<file path="config.mk">
export PLATFORM = sky130hd
export DESIGN_NAME = req_encode_8_3
export DESIGN_NICKNAME = d
export VERILOG_FILES = /design/src/rtl/req_encode_pkg.sv /design/src/rtl/req_encode_8_3_prio.sv /design/src/rtl/req_encode_8_3.sv
export SDC_FILE = /design/constraint.sdc
export NUM_CORES = 1
export LEC_CHECK = 0
export CAP_MARGIN = 5
export CORE_MARGIN = 2
export CORE_UTILIZATION = 30
export DETAILED_ROUTE_END_ITERATION = 10
export REMOVE_ABC_BUFFERS = 1
export SETUP_SLACK_MARGIN = 0.5
export SLEW_MARGIN = 5
export SYNTH_ARGS = -nofsm -noshare
export SYNTH_HDL_FRONTEND = slang
export SYNTH_SLANG_ARGS = --single-unit
export TNS_END_PERCENT = 1
</file>
<file path="constraint.sdc">
create_clock -name clk -period 1.5 [get_ports clk]
set_clock_uncertainty 0.1 [all_clocks]
set_input_delay 0.3 -clock clk [delete_from_list [all_inputs] [get_ports clk]]
set_output_delay 0.3 -clock clk [all_outputs]
set_load 0.05 [all_outputs]
</file>
<file path="src/rtl/req_encode_pkg.sv">
// Shared types and defaults for the sequential 8-to-3 request encoder.
package req_encode_pkg;

    localparam int N_IN_DEF  = 8;
    localparam int IDX_W_DEF = 3;

    typedef enum logic {
        EMPTY = 1'b0,
        FULL  = 1'b1
    } state_t;

    typedef logic [IDX_W_DEF-1:0] idx_t;

endpackage

</file>
<file path="src/rtl/req_encode_8_3_prio.sv">
// Rotating priority encoder: first set bit of i_vec at or above i_base, wrapping modulo N_IN.
module prio_enc_8_3 #(
    parameter int N_IN  = 8,
    parameter int IDX_W = $clog2(N_IN)
) (
    input  logic [N_IN-1:0]  i_vec,
    input  logic [IDX_W-1:0] i_base,
    output logic [IDX_W-1:0] o_idx,
    output logic [N_IN-1:0]  o_onehot,
    output logic             o_any
);

    logic [IDX_W-1:0] w_cand;

    // Scan from the farthest offset down so the nearest set bit to i_base wins last.
    always_comb begin
        o_idx  = {IDX_W{1'b0}};
        o_any  = 1'b0;
        w_cand = {IDX_W{1'b0}};
        for (int k = N_IN - 1; k >= 0; k--) begin
            w_cand = i_base + IDX_W'(k);
            if (i_vec[w_cand]) begin
                o_idx = w_cand;
                o_any = 1'b1;
            end else begin
                o_idx = o_idx;
                o_any = o_any;
            end
        end
    end

    assign o_onehot = o_any ? (N_IN'(1) << o_idx) : {N_IN{1'b0}};

endmodule

</file>
<file path="src/rtl/req_encode_8_3.sv">
// Sequential 8-to-3 encoder: serialises a pending request set into indices over valid/ready.
// Optional round-robin selection is built when REQ_ENCODE_ROUND_ROBIN_EN is defined.
module req_encode_8_3
    import req_encode_pkg::*;
#(
    parameter  int N_IN  = N_IN_DEF,
    localparam int IDX_W = $clog2(N_IN)
) (
    input  logic             clk,
    input  logic             reset,
    input  logic [N_IN-1:0]  req_in,
    input  logic             en,
    output logic [IDX_W-1:0] idx_out,
    output logic             idx_valid,
    input  logic             idx_ready,
    output logic [N_IN-1:0]  pending,
    output logic             busy
);

    state_t           r_state;
    state_t           w_state_nxt;
    logic [N_IN-1:0]  r_pending;
    logic [N_IN-1:0]  w_pending_nxt;
    logic [N_IN-1:0]  w_sel_onehot;
    logic [N_IN-1:0]  w_enc_onehot;
    logic [IDX_W-1:0] r_idx;
    logic [IDX_W-1:0] w_enc_idx;
    logic [IDX_W-1:0] w_base;
    logic             w_enc_any;
    logic             w_load;
    logic             w_take;

`ifdef REQ_ENCODE_ROUND_ROBIN_EN
    logic [IDX_W-1:0] r_last;

    // Pointer to the most recently loaded index; search resumes just above it.
    always_ff @(posedge clk) begin
        if (reset) begin
            r_last <= IDX_W'(N_IN - 1);
        end else if (w_take) begin
            r_last <= w_enc_idx;
        end else begin
            r_last <= r_last;
        end
    end

    assign w_base = r_last + IDX_W'(1);
`else
    assign w_base = {IDX_W{1'b0}};
`endif

    prio_enc_8_3 #(
        .N_IN  (N_IN),
        .IDX_W (IDX_W)
    ) u_prio (
        .i_vec    (r_pending),
        .i_base   (w_base),
        .o_idx    (w_enc_idx),
        .o_onehot (w_enc_onehot),
        .o_any    (w_enc_any)
    );

    // The output slot can take a new index when empty or when the current one is accepted.
    assign w_load       = (r_state == EMPTY) | idx_ready;
    assign w_take       = w_load & w_enc_any;
    assign w_sel_onehot = w_take ? w_enc_onehot : {N_IN{1'b0}};

    // Next-state logic for the output slot.
    always_comb begin
        w_state_nxt = r_state;
        case (r_state)
            EMPTY: begin
                if (w_take) begin
                    w_state_nxt = FULL;
                end else begin
                    w_state_nxt = EMPTY;
                end
            end
            FULL: begin
                if (idx_ready && !w_enc_any) begin
                    w_state_nxt = EMPTY;
                end else begin
                    w_state_nxt = FULL;
                end
            end
            default: w_state_nxt = EMPTY;
        endcase
    end

    // New arrivals are OR-ed after clearing, so a bit re-armed while selected stays set.
    always_comb begin
        w_pending_nxt = r_pending & ~w_sel_onehot;
        if (en) begin
            w_pending_nxt = w_pending_nxt | req_in;
        end else begin
            w_pending_nxt = w_pending_nxt;
        end
    end

    // State, pending set and presented index registers.
    always_ff @(posedge clk) begin
        if (reset) begin
            r_state   <= EMPTY;
            r_pending <= {N_IN{1'b0}};
            r_idx     <= {IDX_W{1'b0}};
        end else begin
            r_state   <= w_state_nxt;
            r_pending <= w_pending_nxt;
            if (w_take) begin
                r_idx <= w_enc_idx;
            end else begin
                r_idx <= r_idx;
            end
        end
    end

    assign idx_out   = r_idx;
    assign idx_valid = (r_state == FULL);
    assign pending   = r_pending;
    assign busy      = idx_valid | (|r_pending);

endmodule

</file>
; After elaboration in Yosys (flattened, before gate mapping)
; Index checks and enable logic that the tools add are counted.
[totals]
out_inout_bits = 13
input_bits = 12
romBits = 0
ff_bits = 12
latchBits = 0
ram_bits = 0
mem_count = 0
elab_cells = 36
[op_classes]
order_cmp = 0
n_reduce_logical = 3
n_mux = 22
shifts = 1
multipliers = 0
n_div = 0
bitwise = 7
eq_ne = 0
addsub = 0
[op_table]
columns = operator, count
row1 = $mux 3, 8
row2 = $mux 8, 3
row3 = $mux 1, 10
row4 = $and 8x8->8, 1
row5 = $not 8->8, 1
row6 = $or 8x8->8, 1
row7 = $reduce_or 8->1, 1
row8 = $shl 1x3->8 const A, 1
row9 = $or 1x1->1, 2
row10 = $pmux 1 s2, 1
row11 = $and 1x1->1, 1
row12 = $logic_and 1x1->1, 1
row13 = $logic_not 1->1, 1
row14 = $not 1->1, 1

; Depth between registers and ports, before layout
; Gate-level depths: netlist (run 1).
[logic_depth]
ltp_word = 15
ltp_mapped = 4
depth_no_buf = 4

; Cells and area by module
; Synthesis (run 1) repeated with hierarchy kept, for this count alone.
[hier_totals]
hier_cells = 188
area_unflattened_um2 = 1715.4
[by_module_without_submodules]
columns = mod, seq_area_each_um2, area_per_inst_um2, cells_each, instances
row1 = prio_enc_8_3, 0.0, 1128.6, 130, 1
row2 = req_encode_8_3, 240.2, 586.8, 58, 1

; Worst setup path before layout (run 1)
; OpenSTA, ideal clock, no wires.
[synth_timing]
kind = reg-to-output
from = register r_pending[3], in the netlist pending[3]
to = output busy
slack_ns = -0.591
stages_incl_launch_ff = 3
path_buffers = 0
required_ns = 1.100
t_arrival_ns = 1.691
cell_sequence = dfxtp_1 > or4_4 > or3_1
[synth_via]
elab_chain_cells = 2
[synth_lines]
columns = element, line_no
row1 = "start, declared", req_encode_8_3.sv:22  ; logic [N_IN-1:0] r_pending;
row2 = "start signal, assigned", req_encode_8_3.sv:104  ; r_pending <= {N_IN{1'b0}};
row3 = "start signal, assigned", req_encode_8_3.sv:108  ; r_pending <= w_pending_nxt;
row4 = $reduce_or 8->1, req_encode_8_3.sv:120  ; assign busy = idx_valid | (|r_pending);
row5 = $or 1x1->1, req_encode_8_3.sv:120
row6 = "end, declared", req_encode_8_3.sv:17  ; output logic busy
; No other way between the ends.

; Worst setup path in the final report (run 1)
[layout_timing]
from = register r_pending[2], in the netlist pending[2]
to = output busy
; The elaborated chain is that of the path after synthesis.

==> flow_summary.json, run 1 <==
{
  "fin_crit_ns": 2.07,
  "r2r_slack_ns": -0.01,
  "syn_avg_cell_area_um2": 8.18,
  "intPower_uw": 741,
  "grt_max_degree": 13,
  "end_kind": "output port",
  "critPathMaxStageDelay_ns": 0.52,
  "io_pins": 25,
  "wirelength_mm": 1.68,
  "ys.flop_type": "dfxtp_1",
  "final_max_slew_viol_count": 0,
  "initial_core_util": 0.317,
  "worstRegToRegCells": 5,
  "setup_viol": 3,
  "numPortBuffers": 24,
  "gp_congestion": 0.910,
  "ctsLongestPathBuffers": 2,
  "ant_nets": 0,
  "yosysMostFrequentCell": "dfxtp_1",
  "finalCritPeriodShare": 1.38,
  "swShare": 0.334,
  "grt_pass1_vias": 623,
  "antenna_found_initial": 0,
  "cp_cell_sequence": "or4_4 > or3_4 > buf_6",
  "grt_overflow_total": 0,
  "num_rows": 15,
  "drc": 0,
  "yosys.cell_types.count": 23,
  "worst_pin_slew_ns": 0.352,
  "pwr-share-comb": 0.430,
  "cts-buffers-inserted": 3,
  "ys_async_sr_fraction": 0,
  "regToRegEndpoint": "idx_out[1]",
  "timing.rr.start": "pending[2]",
  "synth_top_area_share": 0.438,
  "postCtsSetupRepairBufs": 0,
  "clock-root-buffer": "clkbuf_4",
  "syn2layout_area_growth_pct": 118,
  "first_iter_violations": 17,
  "ctsHoldBuffers": 0,
  "worstPathArrival_ns": 1.67,
  "die_h_um": 46.7,
  "clock_latency_ns": 0.28,
  "critPathBufInv": 1,
  "core_area_um2": 1730,
  "detailed_place_hpwl_mm": 1.20,
  "max_slew_margin": 0.762,
  "vdd_drop_max_mv": 0.580,
  "ys_top_cells_by_area": "dfxtp_1, a21oi_1, nand2_1",
  "hold_viol_final": 0,
  "final_util": 0.693,
  "p_per_area_nw_per_um2": 929,
  "viasPerCell": 5.06,
  "crit_type": "register to output port",
  "synthCells": 67,
  "firstDrtPassIters": 4,
  "synth_edf_count": 0,
  "crit_end": "busy",
  "nets": 120,
  "place_area_um2": 1050,
  "yosysSeqAreaShare": 0.438,
  "num_antenna_cells": 0,
  "cpMaxStageDelayCell": "or4_4",
  "grt_pass1_wl_mm": 2.70,
  "seqPwrFrac": 0.334,
  "whs_ns": 0.314,
  "yosysWarnings": 0,
  "fmax_mhz": 483,
  "num_vias": 668,
  "hold_path.startpoint": "en",
  "post-place-ws_ns": -0.289,
  "clockPowerShare": 0.236,
  "num-fill-cells": 145,
  "cp-startpoint": "pending[2]",
  "globalRouteTotalUtil": 0.178,
  "p_switching_uw": 371,
  "htree_levels": 1,
  "clk_pin_slew_ns": 0.07,
  "wl_per_cell_um": 12.7,
  "setup_ws_ns": -0.570,
  "cts_sinks": 12,
  "worstSetupPathDepth": 3,
  "crit_family": "simple AND/OR/NAND/NOR gates",
  "fin_area_um2": 1200,
  "yosysTopAreaCell": "dfxtp_1",
  "path_max_fanout": 2,
  "p_total_mw": 1.11,
  "violations": "setup timing",
  "layout-drive-gt1-share": 0.514,
  "status": "finished, violations left",
  "hp-class": "primary input to register",
  "maxCapViolCount": 0,
  "p_leak_nw": 0.472,
  "dieWidth_um": 46.7,
  "crit_path_start_kind": "register",
  "synth.cell_area_um2": 548,
  "yosys-top-cells-count": "dfxtp_1, a21oi_1, nand2_1, nor2_1, o21ai_0",
  "ys_seq_elements": 12,
  "cts_tree": "built",
  "critical_path_required_ns": 1.10,
  "die-area_um2": 2180,
  "grt_setup_unrepaired": "true"
}
-- registers in the layout (all words and copies together), names as in the netlist --
name / count
pending: 8
idx_out: 3
idx_valid: 1
-- cell type report --
type | count | area, um2 | share of cell area
timing repair buffer | 38 | 510 | 0.426
multi-input combinational | 51 | 360 | 0.301
sequential | 12 | 251 | 0.210
clock buffer | 4 | 36.3 | 0.0303
tap | 25 | 31.3 | 0.0261
inverter | 2 | 7.51 | 0.00627
-- metal layers --
metal,share of wire,vias to the layer above,global-route usage
li1,-,329,-
met1,0.43,316,0.221
met2,0.50,19,0.283
met3,0.054,4,0.0654
met4,0.017,0,0.0667
met5,0,-,0
-- cells by family after synthesis --
| logic type | after synthesis | share of synthesized area |
|---|---|---|
| compound gates | 25 | 0.285 |
| simple gates | 26 | 0.249 |
| flops | 12 | 0.438 |
| buf+inv | 4 | 0.0274 |
-- how the worst min path moves through the flow --
stage / endpoint / slack (ns) / cells past startpoint
floorplan: idx_out[0] / 0.26 / 1
global placement: idx_out[1] / 0.38 / 2
detailed placement: idx_out[1] / 0.39 / 2
CTS: idx_out[1] / 0.38 / 2
global route: pending[6] / 0.34 / 3
finish: pending[4] / 0.31 / 3
-- cells in the final DEF (no fill, tap or decap), types with 2 or more instances in the layout --
cell,count
a21oi_1,8
a21oi_2,2
a22oi_1,2
buf_12,13
buf_4,5
buf_6,9
clkbuf_4,3
clkdlybuf4s50_1,9
dfxtp_1,3
dfxtp_2,9
inv_1,2
nand2_1,7
nand2_2,2
nor2_1,6
o21ai_1,4
or3_4,2
or4_4,2
-- worst register-to-register path, stage by stage, from the launching register on --
cell and delay (ns):
dfxtp_2 0.33, or4_4 0.52, buf_4 0.16, o21ai_4 0.15
nand2_1 0.07, a21oi_1 0.11
-- stage by stage --
stage,setup TNS (ns),cells
floorplan,-1.29,65
global route,-0.789,132
detailed placement,-1.01,128
CTS,-0.586,132
global placement,-0.996,128
finish,-0.583,132
-- power groups by stage --
stage | Clock (mW) | Combinational, mW | Sequential, mW
2_1_floorplan | 0 | 0.103 | 0.465
3_3_place_gp | 0 | 0.422 | 0.371
3_5_place_dp | 0 | 0.423 | 0.372
4_1_cts | 0.269 | 0.459 | 0.371
5_1_grt | 0.279 | 0.506 | 0.375
6_report | 0.262 | 0.478 | 0.372
-- timing repair --
| action | CTS | global route |
|---|---|---|
| endpoints found under the setup margin | 25 | 25 |
| gates resized for setup | 32 | 6 |
| gates cloned | 0 | 0 |
| pin swaps | 13 | 6 |
No activity file was read; power rests on OpenSTA's default activity.
==> run 2: changes to the inputs <==
- CORE_UTILIZATION: 30 -> 35
- PLACE_DENSITY: default -> 0.72
- clock period: 1.5 -> 1.8 ns (I/O delays scaled with it)
==> flow_summary.json, run 2 (synthesis results as in run 1) <==
{
  "hp-class": "register to register",
  "crit_type": "register to output port",
  "htree_levels": 1,
  "fmax_mhz": 472,
  "worstPathArrival_ns": 1.66,
  "nets": 118,
  "grt_overflow_total": 0,
  "instances_no_fill": 121,
  "layout_commonest_cell": "clkdlybuf4s50_1",
  "crit_end": "busy",
  "grt_setup_unrepaired": "true",
  "final_util": 0.769,
  "violations": "setup timing",
  "p_leak_nw": 0.448,
  "regArea_um2": 254,
  "final_max_slew_viol_count": 0,
  "grt_pass1_vias": 666,
  "num_antenna_cells": 0,
  "viasPerCell": 5.75,
  "core_area_um2": 1490,
  "fin_area_um2": 1140,
  "critical_path_required_ns": 1.34,
  "wl_per_cell_um": 16.8,
  "regToRegEndpoint": "pending[6]",
  "multi_input_area_um2": 392,
  "end_kind": "output port",
  "timing.rr.start": "pending[3]",
  "cts-buffers-inserted": 3,
  "detailed_place_hpwl_mm": 1.18,
  "ctsHoldBuffers": 0,
  "drc": 0,
  "crit_path_start_kind": "register",
  "antenna_found_initial": 0,
  "hold_path.startpoint": "idx_out[1]",
  "largest_reg_flops": 8,
  "setup_viol": 1,
  "firstDrtPassIters": 4,
  "final_cell_mix": "clkdlybuf4s50_1, buf_6, a21oi_1, dfxtp_2, nand2_1",
  "postCtsSetupRepairBufs": 0,
  "grt_max_degree": 13,
  "maxCapViolCount": 0,
  "globalRouteTotalUtil": 0.216,
  "num-fill-cells": 106,
  "finalCritPeriodShare": 1.18,
  "worst_pin_slew_ns": 0.451,
  "fin_crit_ns": 2.12,
  "initial_core_util": 0.368,
  "clk_pin_slew_ns": 0.08,
  "status": "finished, violations left",
  "place_area_um2": 933,
  "die-area_um2": 1900,
  "max_slew_margin": 0.698,
  "vdd_drop_max_mv": 0.453,
  "first_iter_violations": 8,
  "ctsLongestPathBuffers": 2,
  "num_rows": 14,
  "hold_viol_final": 0,
  "gp_congestion": 0.731,
  "clock-root-buffer": "clkbuf_4",
  "ant_nets": 0,
  "clock_latency_ns": 0.28,
  "setup_ws_ns": -0.319,
  "wirelength_mm": 2.03,
  "path_max_fanout": 2,
  "grt_pass1_wl_mm": 2.92,
  "worstRegToRegCells": 6,
  "num_vias": 696,
  "dp_cells": 117,
  "cts_sinks": 12,
  "r2r_slack_ns": 0.25,
  "p_total_uw": 918,
  "numPortBuffers": 24,
  "setup_tns_ns": -0.319,
  "cp-startpoint": "pending[5]",
  "dieWidth_um": 43.6,
  "io_pins": 25,
  "syn2layout_area_growth_pct": 109,
  "die_h_um": 43.6,
  "p_per_area_nw_per_um2": 802,
  "layout-drive-gt1-share": 0.533,
  "cts_tree": "built"
}
[run 2: repair_timing]
item / CTS / global route
endpoints found under the hold margin: 0 / 0
gates resized for setup: 35 / 18
gates cloned: 0 / 0
pin swaps: 13 / 12
setup endpoints to repair: 19 / 23
[run 2: power breakdown]
part	total [mW]	internal, mW	leakage, nW	switching (mW)
logic	0.390	0.182	0.325	0.208
registers	0.308	0.290	0.103	0.0181
clock network	0.220	0.123	0.0210	0.0968
[run 2: worst min-delay path by stage]
stage,to,slack (ns),depth (start not counted)
after global placement,idx_out[1],0.34,2
after global routing,idx_out[0],0.39,2
after detailed placement,idx_out[1],0.35,2
final,idx_out[1],0.36,2
after floorplan,idx_out[0],0.32,1
after CTS,idx_out[1],0.36,2
[run 2: critical path, stage by stage (launching register included)]
cell and delay (ns):
dfxtp_1 0.32, or4_4 0.53, or3_1 0.37, buf_6 0.16
[run 2: per-stage QoR]
step / setup slack [ns] / hold slack (ns)
after floorplan: -0.351 / 0.322
after global placement: -0.0167 / 0.340
after detailed placement: -0.0477 / 0.352
after CTS: -0.318 / 0.362
after global routing: -0.362 / 0.389
final: -0.319 / 0.362
[run 2: layer usage]
metal,up-vias,GRT usage,share of wire
li1,329,-,-
met1,329,0.254,0.40
met4,0,0.127,0.014
met5,-,0,0
met2,34,0.359,0.53
met3,4,0.0417,0.057
[run 2: final cells by class]
| type | count | area share |
|---|---|---|
| flip-flops and latches | 12 | 0.222 |
| multi-input cells | 51 | 0.342 |
| repair buffers | 36 | 0.380 |
| clock buffers | 4 | 0.0317 |
| inverters | 2 | 0.00656 |
| well taps | 16 | 0.0175 |
==> run 3: changes to the inputs <==
- ABC_AREA: default -> 1
- CORE_UTILIZATION: 35 -> 37
==> flow_summary.json, run 3 <==
{
  "status": "completed",
  "hold_path.startpoint": "idx_out[2]",
  "final_util": 0.622,
  "cts-buffers-inserted": 3,
  "wirelength_mm": 1.54,
  "die-area_um2": 2110,
  "viasPerCell": 4.74,
  "yosysMostFrequentCell": "nand2_1",
  "ctsHoldBuffers": 0,
  "worstRegToRegCells": 11,
  "ys.flop_type": "dfxtp_1",
  "r2r_slack_ns": 0.47,
  "ys_async_sr_fraction": 0,
  "fin_crit_ns": 1.63,
  "nets": 136,
  "layout-drive-gt1-share": 0.496,
  "gp_congestion": 0.825,
  "htree_levels": 1,
  "cts_tree": "built",
  "vdd_drop_max_mv": 0.388,
  "end_kind": "output port",
  "critical_path_required_ns": 1.34,
  "first_iter_violations": 11,
  "max_slew_margin": 0.806,
  "numPortBuffers": 24,
  "cp-startpoint": "pending[0]",
  "fmax_mhz": 612,
  "clock_latency_ns": 0.28,
  "grt_setup_unrepaired": "true",
  "synth.cell_area_um2": 652,
  "ant_nets": 0,
  "yosysWarnings": 0,
  "instances_no_fill": 140,
  "syn_avg_cell_area_um2": 7.41,
  "grt_max_degree": 9,
  "critPathMaxStageDelay_ns": 0.37,
  "firstDrtPassIters": 4,
  "finalCritPeriodShare": 0.908,
  "core_area_um2": 1690,
  "num_antenna_cells": 0,
  "num_rows": 15,
  "regToRegEndpoint": "pending[4]",
  "crit_path_start_kind": "register",
  "grt_pass1_wl_mm": 2.37,
  "synth_top_area_share": 0.369,
  "dieWidth_um": 46.0,
  "antenna_found_initial": 0,
  "p_per_area_nw_per_um2": 854,
  "num-fill-cells": 156,
  "cpMaxStageDelayCell": "dfxtp_4",
  "largest_reg_flops": 8,
  "timing.rr.start": "pending[6]",
  "synth_edf_count": 0,
  "clk_pin_slew_ns": 0.08,
  "ys_seq_elements": 12,
  "globalRouteTotalUtil": 0.160,
  "hp-class": "register to register",
  "dp_cells": 129,
  "layout_commonest_cell": "nand2_1",
  "initial_core_util": 0.386,
  "crit_type": "register to output port",
  "worst_pin_slew_ns": 0.290,
  "synthCells": 88,
  "syn2layout_area_growth_pct": 61.2,
  "setup_tns_ns": 0,
  "cts_sinks": 12,
  "cp_cell_sequence": "nor2_4 > nand2_2 > nor2_4 > nand2_2 > buf_6",
  "setup_ws_ns": 0.165,
  "worstHoldPathCells": 2,
  "io_pins": 25,
  "setup_viol": 0,
  "yosysSeqAreaShare": 0.369,
  "num_vias": 664,
  "p_leak_nw": 0.470,
  "clock-root-buffer": "clkbuf_4",
  "final_max_slew_viol_count": 0,
  "maxCapViolCount": 0,
  "grt_overflow_total": 0,
  "path_max_fanout": 4,
  "final_cell_mix": "nand2_1, buf_4, clkdlybuf4s50_1, inv_1, a21oi_2",
  "yosysTopAreaCell": "dfxtp_1",
  "ctsLongestPathBuffers": 2,
  "die_h_um": 46.0,
  "holdPathEnd": "idx_out[2]",
  "post-place-ws_ns": 0.177,
  "grt_pass1_vias": 578,
  "wl_per_cell_um": 11.0,
  "worstPathArrival_ns": 1.17,
  "drc": 0,
  "yosys.cell_types.count": 18,
  "hold_viol_final": 0,
  "yosys-top-cells-count": "nand2_1, dfxtp_1, inv_1, a21oi_2",
  "detailed_place_hpwl_mm": 1.17,
  "ys_top_cells_by_area": "dfxtp_1, nand2_1, a21oi_2"
}
## run 3: cell types whose count changed in the layout (fill, tap and decap cells not counted), sizes merged, moves of 3 or more
cell,previous run,this run
inv,2,14
o21ai,7,3
nor2,6,9
nand2,9,30
nand3,0,4
buf,25,22
## run 3: timing repair
| item | 4_1_cts | 5_1_grt |
|---|---|---|
| gates resized for setup | 7 | 8 |
| buffers inserted | 3 | 4 |
| setup endpoints to repair | 17 | 23 |
| pin swaps | 4 | 5 |
## run 3: critical path, delay by kind of cell, from the launching register on
family	cells	cell delay (ns)
DFF	1	0.37
and+or+nand+nor	4	0.37
buffers and inverters	1	0.15
## run 3: logic make-up after synthesis
family | count (synthesis) | synth area share
AOI/OAI and AO/OA | 15 | 0.161
buffers and inverters | 16 | 0.0921
and+or+nand+nor | 45 | 0.378
DFF | 12 | 0.369
## run 3: metrics by stage
step           total power, mW  area, um2  hold WS [ns]
2_1_floorplan            0.540        644         0.322
3_3_place_gp             0.650        926         0.369
3_5_place_dp             0.654        926         0.387
4_1_cts                  0.898       1000         0.404
5_1_grt                  0.947       1050         0.417
6_report                 0.898       1050         0.401
## run 3: final cells by class
cell class | instances | area [um2] | area share
Timing Repair Buffer | 33 | 317 | 0.301
Sequential cell | 12 | 260 | 0.248
Multi-Input combinational cell | 60 | 364 | 0.346
Clock buffer | 4 | 36.3 | 0.0345
Tap cell | 17 | 21.3 | 0.0202
Inverter | 14 | 52.6 | 0.0500
## run 3: worst max path at each step
stage | depth (start not counted) | slack, ns | to
finish | 5 | 0.17 | busy
global route | 5 | 0.12 | busy
CTS | 5 | 0.14 | busy
detailed placement | 8 | 0.18 | pending[5]
global placement | 6 | 0.18 | pending[3]
floorplan | 4 | 0.04 | busy
## run 3: per-layer routing
layer,part of all wire,vias to the layer above,GRT usage
li1,-,348,-
met1,0.40,291,0.176
met2,0.52,20,0.278
met3,0.056,5,0.0397
met4,0.023,0,0.0857
met5,0,-,0
## run 3: where the power goes
part	leakage (nW)	total [mW]	switching, mW	internal, mW
clock network	0.0210	0.222	0.0990	0.123
registers	0.103	0.314	0.0245	0.289
logic	0.346	0.362	0.219	0.143
